`config.mk`:
```
export PLATFORM = sky130hd
export DESIGN_NAME = pc_fetch_unit_flat
export DESIGN_NICKNAME = d
export VERILOG_FILES = /design/src/rtl/pc_fetch_unit_if.sv /design/src/rtl/pc_fetch_unit.sv /design/src/flat_wrapper.sv
export SDC_FILE = /design/constraint.sdc
export NUM_CORES = 1
export LEC_CHECK = 0
export CORE_ASPECT_RATIO = 1.4
export CORE_UTILIZATION = 65
export DETAILED_ROUTE_END_ITERATION = 8
export DONT_BUFFER_PORTS = 1
export GPL_ROUTABILITY_DRIVEN = 0
export PLACE_DENSITY = 0.77
export SYNTH_ARGS = -nofsm -noshare
export SYNTH_HDL_FRONTEND = slang
export SYNTH_SLANG_ARGS = --single-unit
```
`constraint.sdc`:
```
create_clock -name clk -period 4.69 [get_ports clk]
set_input_delay 0.7035 -clock clk [delete_from_list [all_inputs] [get_ports clk]]
set_output_delay 0.7035 -clock clk [all_outputs]
set_load 0.005 [all_outputs]
```
`src/rtl/pc_fetch_unit_if.sv`:
```
// Fetch-unit bus bundle: incrementer loop, decode controls, imem handshake and IF/ID payload.
// With MISALIGN_TRAP_EN defined the bundle also carries if_misalign.
interface pc_fetch_unit_if #(
  parameter int INSTR_W = 32
);
  logic [31:0]        pc_out;
  logic [31:0]        pc_inc_in;
  logic               stall;
  logic               branch_taken;
  logic [31:0]        branch_target;
  logic               jump;
  logic [25:0]        jump_index;
  logic               imem_req;
  logic [31:0]        imem_addr;
  logic               imem_ack;
  logic [INSTR_W-1:0] imem_rdata;
  logic               if_valid;
  logic [INSTR_W-1:0] if_instr;
  logic [31:0]        if_pc;
  logic [31:0]        if_pc_inc;
`ifdef MISALIGN_TRAP_EN
  logic               if_misalign;
`endif

  modport master (
`ifdef MISALIGN_TRAP_EN
    output if_misalign,
`endif
    output pc_out,
    input  pc_inc_in,
    input  stall,
    input  branch_taken,
    input  branch_target,
    input  jump,
    input  jump_index,
    output imem_req,
    output imem_addr,
    input  imem_ack,
    input  imem_rdata,
    output if_valid,
    output if_instr,
    output if_pc,
    output if_pc_inc
  );

  modport slave (
`ifdef MISALIGN_TRAP_EN
    input  if_misalign,
`endif
    input  pc_out,
    output pc_inc_in,
    output stall,
    output branch_taken,
    output branch_target,
    output jump,
    output jump_index,
    input  imem_req,
    input  imem_addr,
    output imem_ack,
    output imem_rdata,
    input  if_valid,
    input  if_instr,
    input  if_pc,
    input  if_pc_inc
  );
endinterface

```
`src/rtl/pc_fetch_unit.sv`:
```
// PC register and fetch sequencer (BOOT/REQ/HOLD) feeding the IF/ID register.
// Optional macro MISALIGN_TRAP_EN: trap on misaligned redirect targets instead of masking them.
module pc_fetch_unit #(
  parameter logic [31:0] RESET_PC = 32'h0000_0000,
  parameter int          INSTR_W  = 32
) (
  input logic              clk,
  input logic              rst_n,
  pc_fetch_unit_if.master  bus
);

  localparam logic [1:0] ST_BOOT = 2'd0;
  localparam logic [1:0] ST_REQ  = 2'd1;
  localparam logic [1:0] ST_HOLD = 2'd2;

  logic [1:0]         state_q, state_d;
  logic [31:0]        pc_q, pc_d;
  logic               pend_q, pend_d;
  logic [31:0]        pend_tgt_q, pend_tgt_d;
  logic               valid_q, valid_d;
  logic [INSTR_W-1:0] instr_q, instr_d;
  logic [31:0]        ifpc_q, ifpc_d;
  logic [31:0]        ifpcinc_q, ifpcinc_d;

  logic               redirect;
  logic [31:0]        target_raw;
  logic [31:0]        target;
  logic               load_tgt;
  logic               trap;
  logic               req;
  logic               ack_eff;

  assign redirect   = bus.jump | bus.branch_taken;
  assign target_raw = bus.jump ? {bus.pc_inc_in[31:28], bus.jump_index, 2'b00}
                               : bus.branch_target;

`ifdef MISALIGN_TRAP_EN
  logic trap_q, trap_d;

  // Keep the raw target so a faulting PC stays visible on pc_out.
  assign target = target_raw;
  assign trap   = trap_q;
  assign trap_d = trap_q | (load_tgt && (pc_d[1:0] != 2'b00));

  always_ff @(posedge clk or negedge rst_n) begin
    if (!rst_n) begin
      trap_q <= 1'b0;
    end else begin
      trap_q <= trap_d;
    end
  end

  assign bus.if_misalign = trap_q;
`else
  assign target = target_raw & ~32'h0000_0003;
  assign trap   = 1'b0;
`endif

  assign req     = (state_q == ST_REQ) && !trap;
  assign ack_eff = bus.imem_ack & req;

  always_comb begin
    state_d    = state_q;
    pc_d       = pc_q;
    pend_d     = pend_q;
    pend_tgt_d = pend_tgt_q;
    valid_d    = valid_q;
    instr_d    = instr_q;
    ifpc_d     = ifpc_q;
    ifpcinc_d  = ifpcinc_q;
    load_tgt   = 1'b0;

    case (state_q)
      ST_BOOT: begin
        state_d = ST_REQ;
      end

      ST_REQ: begin
        if (ack_eff) begin
          if (redirect || pend_q) begin
            // Returned word belongs to the wrong path: drop it and refetch.
            valid_d  = 1'b0;
            pend_d   = 1'b0;
            pc_d     = redirect ? target : pend_tgt_q;
            load_tgt = 1'b1;
          end else begin
            instr_d   = bus.imem_rdata;
            ifpc_d    = pc_q;
            ifpcinc_d = bus.pc_inc_in;
            valid_d   = 1'b1;
            if (bus.stall) begin
              state_d = ST_HOLD;
            end else begin
              pc_d = bus.pc_inc_in;
            end
          end
        end else begin
          // Fetch still outstanding: remember the newest redirect for when it lands.
          if (redirect && !trap) begin
            pend_d     = 1'b1;
            pend_tgt_d = target;
          end
          if (!bus.stall) begin
            valid_d = 1'b0;
          end
        end
      end

      ST_HOLD: begin
        if (redirect) begin
          valid_d  = 1'b0;
          pc_d     = target;
          load_tgt = 1'b1;
          state_d  = ST_REQ;
        end else if (!bus.stall) begin
          valid_d = 1'b0;
          pc_d    = bus.pc_inc_in;
          state_d = ST_REQ;
        end
      end

      default: begin
        state_d = ST_BOOT;
      end
    endcase
  end

  always_ff @(posedge clk or negedge rst_n) begin
    if (!rst_n) begin
      state_q    <= ST_BOOT;
      pc_q       <= RESET_PC;
      pend_q     <= 1'b0;
      pend_tgt_q <= 32'h0;
      valid_q    <= 1'b0;
      instr_q    <= '0;
      ifpc_q     <= 32'h0;
      ifpcinc_q  <= 32'h0;
    end else begin
      state_q    <= state_d;
      pc_q       <= pc_d;
      pend_q     <= pend_d;
      pend_tgt_q <= pend_tgt_d;
      valid_q    <= valid_d;
      instr_q    <= instr_d;
      ifpc_q     <= ifpc_d;
      ifpcinc_q  <= ifpcinc_d;
    end
  end

  assign bus.pc_out    = pc_q;
  assign bus.imem_req  = req;
  assign bus.imem_addr = pc_q;
  assign bus.if_valid  = valid_q;
  assign bus.if_instr  = instr_q;
  assign bus.if_pc     = ifpc_q;
  assign bus.if_pc_inc = ifpcinc_q;

endmodule

```
`src/flat_wrapper.sv`:
```
// flat-port wrapper written by rule: the top's interface ports become plain ports
module pc_fetch_unit_flat 
#(
  parameter logic [31:0] RESET_PC = 32'h0000_0000,
  parameter int          INSTR_W  = 32
)
  (clk, rst_n, bus_pc_out, bus_pc_inc_in, bus_stall, bus_branch_taken, bus_branch_target, bus_jump, bus_jump_index, bus_imem_req, bus_imem_addr, bus_imem_ack, bus_imem_rdata, bus_if_valid, bus_if_instr, bus_if_pc, bus_if_pc_inc);
  pc_fetch_unit_if #(.INSTR_W(INSTR_W)) bus_i ();
  input logic clk;
  input logic rst_n;
  output wire logic [$bits(bus_i.pc_out)-1:0] bus_pc_out;
  input wire logic [$bits(bus_i.pc_inc_in)-1:0] bus_pc_inc_in;
  input wire logic [$bits(bus_i.stall)-1:0] bus_stall;
  input wire logic [$bits(bus_i.branch_taken)-1:0] bus_branch_taken;
  input wire logic [$bits(bus_i.branch_target)-1:0] bus_branch_target;
  input wire logic [$bits(bus_i.jump)-1:0] bus_jump;
  input wire logic [$bits(bus_i.jump_index)-1:0] bus_jump_index;
  output wire logic [$bits(bus_i.imem_req)-1:0] bus_imem_req;
  output wire logic [$bits(bus_i.imem_addr)-1:0] bus_imem_addr;
  input wire logic [$bits(bus_i.imem_ack)-1:0] bus_imem_ack;
  input wire logic [$bits(bus_i.imem_rdata)-1:0] bus_imem_rdata;
  output wire logic [$bits(bus_i.if_valid)-1:0] bus_if_valid;
  output wire logic [$bits(bus_i.if_instr)-1:0] bus_if_instr;
  output wire logic [$bits(bus_i.if_pc)-1:0] bus_if_pc;
  output wire logic [$bits(bus_i.if_pc_inc)-1:0] bus_if_pc_inc;
  assign bus_pc_out = bus_i.pc_out;
  assign bus_i.pc_inc_in = bus_pc_inc_in;
  assign bus_i.stall = bus_stall;
  assign bus_i.branch_taken = bus_branch_taken;
  assign bus_i.branch_target = bus_branch_target;
  assign bus_i.jump = bus_jump;
  assign bus_i.jump_index = bus_jump_index;
  assign bus_imem_req = bus_i.imem_req;
  assign bus_imem_addr = bus_i.imem_addr;
  assign bus_i.imem_ack = bus_imem_ack;
  assign bus_i.imem_rdata = bus_imem_rdata;
  assign bus_if_valid = bus_i.if_valid;
  assign bus_if_instr = bus_i.if_instr;
  assign bus_if_pc = bus_i.if_pc;
  assign bus_if_pc_inc = bus_i.if_pc_inc;
  pc_fetch_unit #(.RESET_PC(RESET_PC), .INSTR_W(INSTR_W)) u_core (.clk(clk), .rst_n(rst_n), .bus(bus_i));
endmodule
```
Word level (Yosys, flattened, before mapping):

Index checks and enable logic that the tools add are counted.

* $add $sub $neg: 0
* multipliers: 0
* divide/modulo/power cells: 0
* magnitude comparators: 0
* equal/unequal tests: 7
* shift operators: 0
* multiplexer cells: 21
* bitwise operators: 4
* reductions and logical operators: 9

Operator list (count)
* 32-bit two-way mux: 6
* 32-bit one-hot mux with 2 select lines: 1
* 2-bit two-way mux: 5
* 2-bit inequality test (second input constant): 4
* 1-bit two-way mux: 7
* 2-bit one-hot mux with 3 select lines: 1
* 3-bit AND reduction: 2
* 2-bit AND reduction: 2
* 4-bit AND reduction: 1
* 2-bit nonzero test: 2
* 3-bit by 2-bit inequality test with 1-bit output (second input constant): 1
* 2-bit by 1-bit == test with 1-bit output (second input constant): 1
* 2-bit == test (second input constant): 1
* 2-bit logical NOT: 1
* 1-bit inverter: 2
* 1-bit one-hot mux with 2 select lines: 1
* 1-bit bitwise AND: 1
* 1-bit logical OR: 1
* 1-bit bitwise OR: 1

* bits in registers: 164
* latch bits: 0
* bits in writable memories: 0
* ROM bits: 0
* input bits: 128
* memories kept: 0

Depth between registers and ports, before layout:

* depth in word-level cells: 5
* gate-level depth with buffers: 7
* depth with buffers taken out: 6

Worst setup path before layout:

Ideal clock, no wire load.

* kind: in2reg
* start point: input bus_jump
* end point: register u_core.instr_q[0], in the netlist u_core.bus.if_instr[0]
* library setup time: 0.127 ns
* data arrival time: 1.998 ns
* slack: 2.564 ns
* cell stages on the path: 7
* path buffers: 4
* cells stage by stage: buf_2 -> nor3_4 -> and4_1 -> buf_2 -> buf_6 -> buf_6 -> mux2_1

* word-level cells in the longest chain between the ends: 4

Ends and longest elaborated chain
* start: declaration: RTL line flat_wrapper.sv:16 `input wire logic [$bits(bus_i.jump)-1:0] bus_jump;`
* 1-bit bitwise OR: RTL line pc_fetch_unit.sv:33 `assign redirect = bus.jump | bus.branch_taken;`
* 1-bit logical OR: RTL line pc_fetch_unit.sv:80 `if (redirect || pend_q) begin`
* 1-bit inverter (no line)
* 3-bit AND reduction (no line)
* end signal: assignment: RTL line pc_fetch_unit.sv:144 `instr_q <= instr_d;`
* end: declaration: RTL line pc_fetch_unit.sv:21 `logic [INSTR_W-1:0] instr_q, instr_d;`

Every way passes these cells.
A chain may end at the register's enable or synchronous reset.

Final worst setup path:

* start point: register u_core.state_q[0]
* end point: register u_core.pc_q[1], in the netlist u_core.bus.imem_addr[1]

* word-level cells in the longest chain between the ends: 4

Ends and longest elaborated chain
* start: declaration: RTL line pc_fetch_unit.sv:16 `logic [1:0] state_q, state_d;`
* start signal: assignment: RTL line pc_fetch_unit.sv:139 `state_q <= state_d;`
* 2-bit by 1-bit == test with 1-bit output: RTL line pc_fetch_unit.sv:59, pc_fetch_unit.sv:73
* 1-bit bitwise AND: RTL line pc_fetch_unit.sv:60 `assign ack_eff = bus.imem_ack & req;`
* 2-bit inequality test (no line)
* 2-bit AND reduction (no line)
* end signal: assignment: RTL line pc_fetch_unit.sv:140 `pc_q <= pc_d;`
* end: declaration: RTL line pc_fetch_unit.sv:17 `logic [31:0] pc_q, pc_d;`

Several ways; a longest one is shown, not always the timed one.

==> run metrics <==
outcome completed; H-tree depth 4; Setup crit start kind register; most common cell after layout, fill and taps aside dfrtp_1; I/O Buffers 0; synthesized cell area 8620 µm²; post-route antenna net violation count 0; Die Wd 99.4 µm; Fmax 0.331 GHz; Initial Util 0.670; First-pass DRT Iterations 5; Hold Vio Cnt, Final 0; Routed WL 20500 µm; Nets 858; RSZ-0062 raised after global routing no; Synth cell types 31; CP bufs+invs 1; Slew @ Worst Pin 1.26 ns; worst endpoint required time 4.97 ns; Core Footprint 12900 µm²; HP Class input port to async pin; clock tree buffer depth 2; root buffer cell clkbuf_16; Power Density 611 nW/µm²; GRT Util Overall 0.302; CTS clk-pin slew, worst paths 0.07 ns; Setup Buffers After CTS 0; cell family with most CP delay multiplexers; yosys warns 0; Mapped Cells 800; Ant. Diodes 0; crit-path cells inv_1 > ha_2 > mux2_2 > a21oi_1 > nor2_1 > a21oi_1; Max stage delay on crit path 1.16 ns; Final Core Density 0.689; share of cells above drive strength 1 0.135; max_cap viols 0; commonest cells after routing, fill and taps aside 164 x dfrtp_1, 96 x nor2_1, 60 x a31oi_1, 60 x a221o_1, 58 x mux2_2; Die Ht 138 µm; Max rail drop VDD 0.000382 V; I/O pin count 290; final total power 5420 µW; Post-Syn Nets 932; Worst Path Arrival 3.31 ns; wire per inst 23.0 µm; DIE AREA 13700 µm²; number of global-route vias before repair 6640; Synth Register Bits 164; Setup crit end kind register; first-pass GRT wire length 33100 µm; CTS Sinks 164; largest net degree at the start of global routing 165; Period minus WS final 3.02 ns; class of the most critical setup path register to register; hpwl dp 12900 µm; Row Count 49; leakage power 0.00404 µW; DR iter-0 viols 328; Critical Path Fanout Max 62; # hold bufs at CTS 1; Slew Viols, Final 0; DRC 0; # setup viols final 0; initial antenna violation count 0; vias per cell 6.98; TritonCTS Buffers 17; final worst path period share 0.645; Worst slew margin 0.161; Resized Gates After CTS 0; gr ovfl total 0; sequential cell area fraction in the yosys report 0.476; clock latency on the worst-skew pair 0.43 ns; maximum clock skew at final layout 0.0116 ns; CP max-delay cell mux2_2; most frequent CP cell a21oi_1; CTS tree done; Synth-to-Final Area Change 2.84%; via count 6226; Fin Setup TNS 0 ns; syn_area_per_cell 10.8 µm²
## stage by stage
stage                     setup slack (ns)  cell area, µm²  hold WS, ns  std cells
final                                 1.67            8870        0.287        892
after global routing                  1.44            8870        0.369        892
after CTS                             1.70            8870        0.342        892
after detailed placement              1.74            8280        0.411        859
after global placement                1.86            8280        0.411        859
after floorplan                       2.56            8620        0.408        800
## cell usage after synthesis
cell type | count | share of area
a21boi_0 | 30 | 0.026
a21oi_1 | 4 | 0.0023
a221o_1 | 60 | 0.070
a221oi_1 | 1 | 0.0010
a31oi_1 | 60 | 0.044
a32o_1 | 1 | 0.0012
a32oi_1 | 1 | 0.0010
and4_1 | 1 | 0.0010
buf_1 | 2 | 0.00087
buf_2 | 13 | 0.0075
buf_4 | 39 | 0.034
buf_6 | 7 | 0.0091
clkbuf_1 | 38 | 0.017
dfrtp_1 | 164 | 0.48
ha_1 | 4 | 0.0058
inv_1 | 34 | 0.015
mux2_1 | 40 | 0.052
mux2_2 | 58 | 0.076
mux2i_1 | 32 | 0.037
nand2_1 | 38 | 0.017
nand2b_1 | 30 | 0.022
nand3_1 | 2 | 0.0012
nor2_1 | 96 | 0.042
nor2b_1 | 6 | 0.0044
nor3_1 | 1 | 0.00058
nor3_4 | 1 | 0.0019
nor3b_1 | 1 | 0.00087
nor3b_2 | 1 | 0.0015
o21ai_0 | 3 | 0.0017
o22a_1 | 30 | 0.030
o311ai_0 | 2 | 0.0020
## kinds of logic after synthesis
family,count (synthesis),share of synthesized area
adders and majority gates,4,0.00580
DFF,164,0.476
muxes,130,0.165
buffers and inverters,133,0.0828
and+or+nand+nor,177,0.0914
AOI/OAI and AO/OA,192,0.179
## cell type report
class / instances / area, µm²
multi-input combinational: 503 / 3820
timing repair buffer: 6 / 65.1
clock inverter: 13 / 119
inverter: 34 / 128
tap: 153 / 191
fill: 925 / 4010
clock buffer: 19 / 443
sequential: 164 / 4100
## worst reg2reg max path, cell delays in order (launching register included)
cell and delay [ns]:
dfrtp_1 0.40, inv_1 0.11, ha_2 0.82, mux2_2 1.16, a21oi_1 0.15, nor2_1 0.18, a21oi_1 0.07
## registers in the layout, summed over array words and instances, names as in the netlist
name,count
u_core.bus.if_instr,32
u_core.bus.if_pc,32
u_core.bus.if_pc_inc,32
u_core.bus.imem_addr,32
u_core.pend_tgt_q,32
u_core.state_q,2
u_core.bus.if_valid,1
u_core.pend_q,1
## worst paths after layout
kind	cells past startpoint	from	slack [ns]	end
max	6	u_core.state_q[0]	1.67	u_core.bus.imem_addr[1]
max in group asynchronous	1	rst_n	3.79	u_core.state_q[0]
max reg2reg	6	u_core.state_q[0]	1.67	u_core.bus.imem_addr[1]
min	1	rst_n	0.29	u_core.bus.if_instr[24]
min in group clk	1	bus_imem_ack	0.40	u_core.pend_q
min reg2reg	1	u_core.pend_tgt_q[0]	0.50	u_core.pend_tgt_q[0]
## where the power goes
| part | switching, µW | internal (µW) |
|---|---|---|
| Sequential | 576 | 2030 |
| Combinational | 795 | 697 |
| Clock | 610 | 709 |
## per-layer routing
| layer | wire, µm | up-vias | part of all wire | global-route usage |
|---|---|---|---|---|
| li1 | - | 2718 | - | - |
| met1 | 7510 | 3112 | 0.37 | 0.342 |
| met2 | 10700 | 349 | 0.52 | 0.532 |
| met3 | 1850 | 47 | 0.090 | 0.0799 |
| met4 | 396 | 0 | 0.019 | 0.131 |
| met5 | 0 | - | 0 | 0 |
No activity file was read; power rests on OpenSTA's default activity.
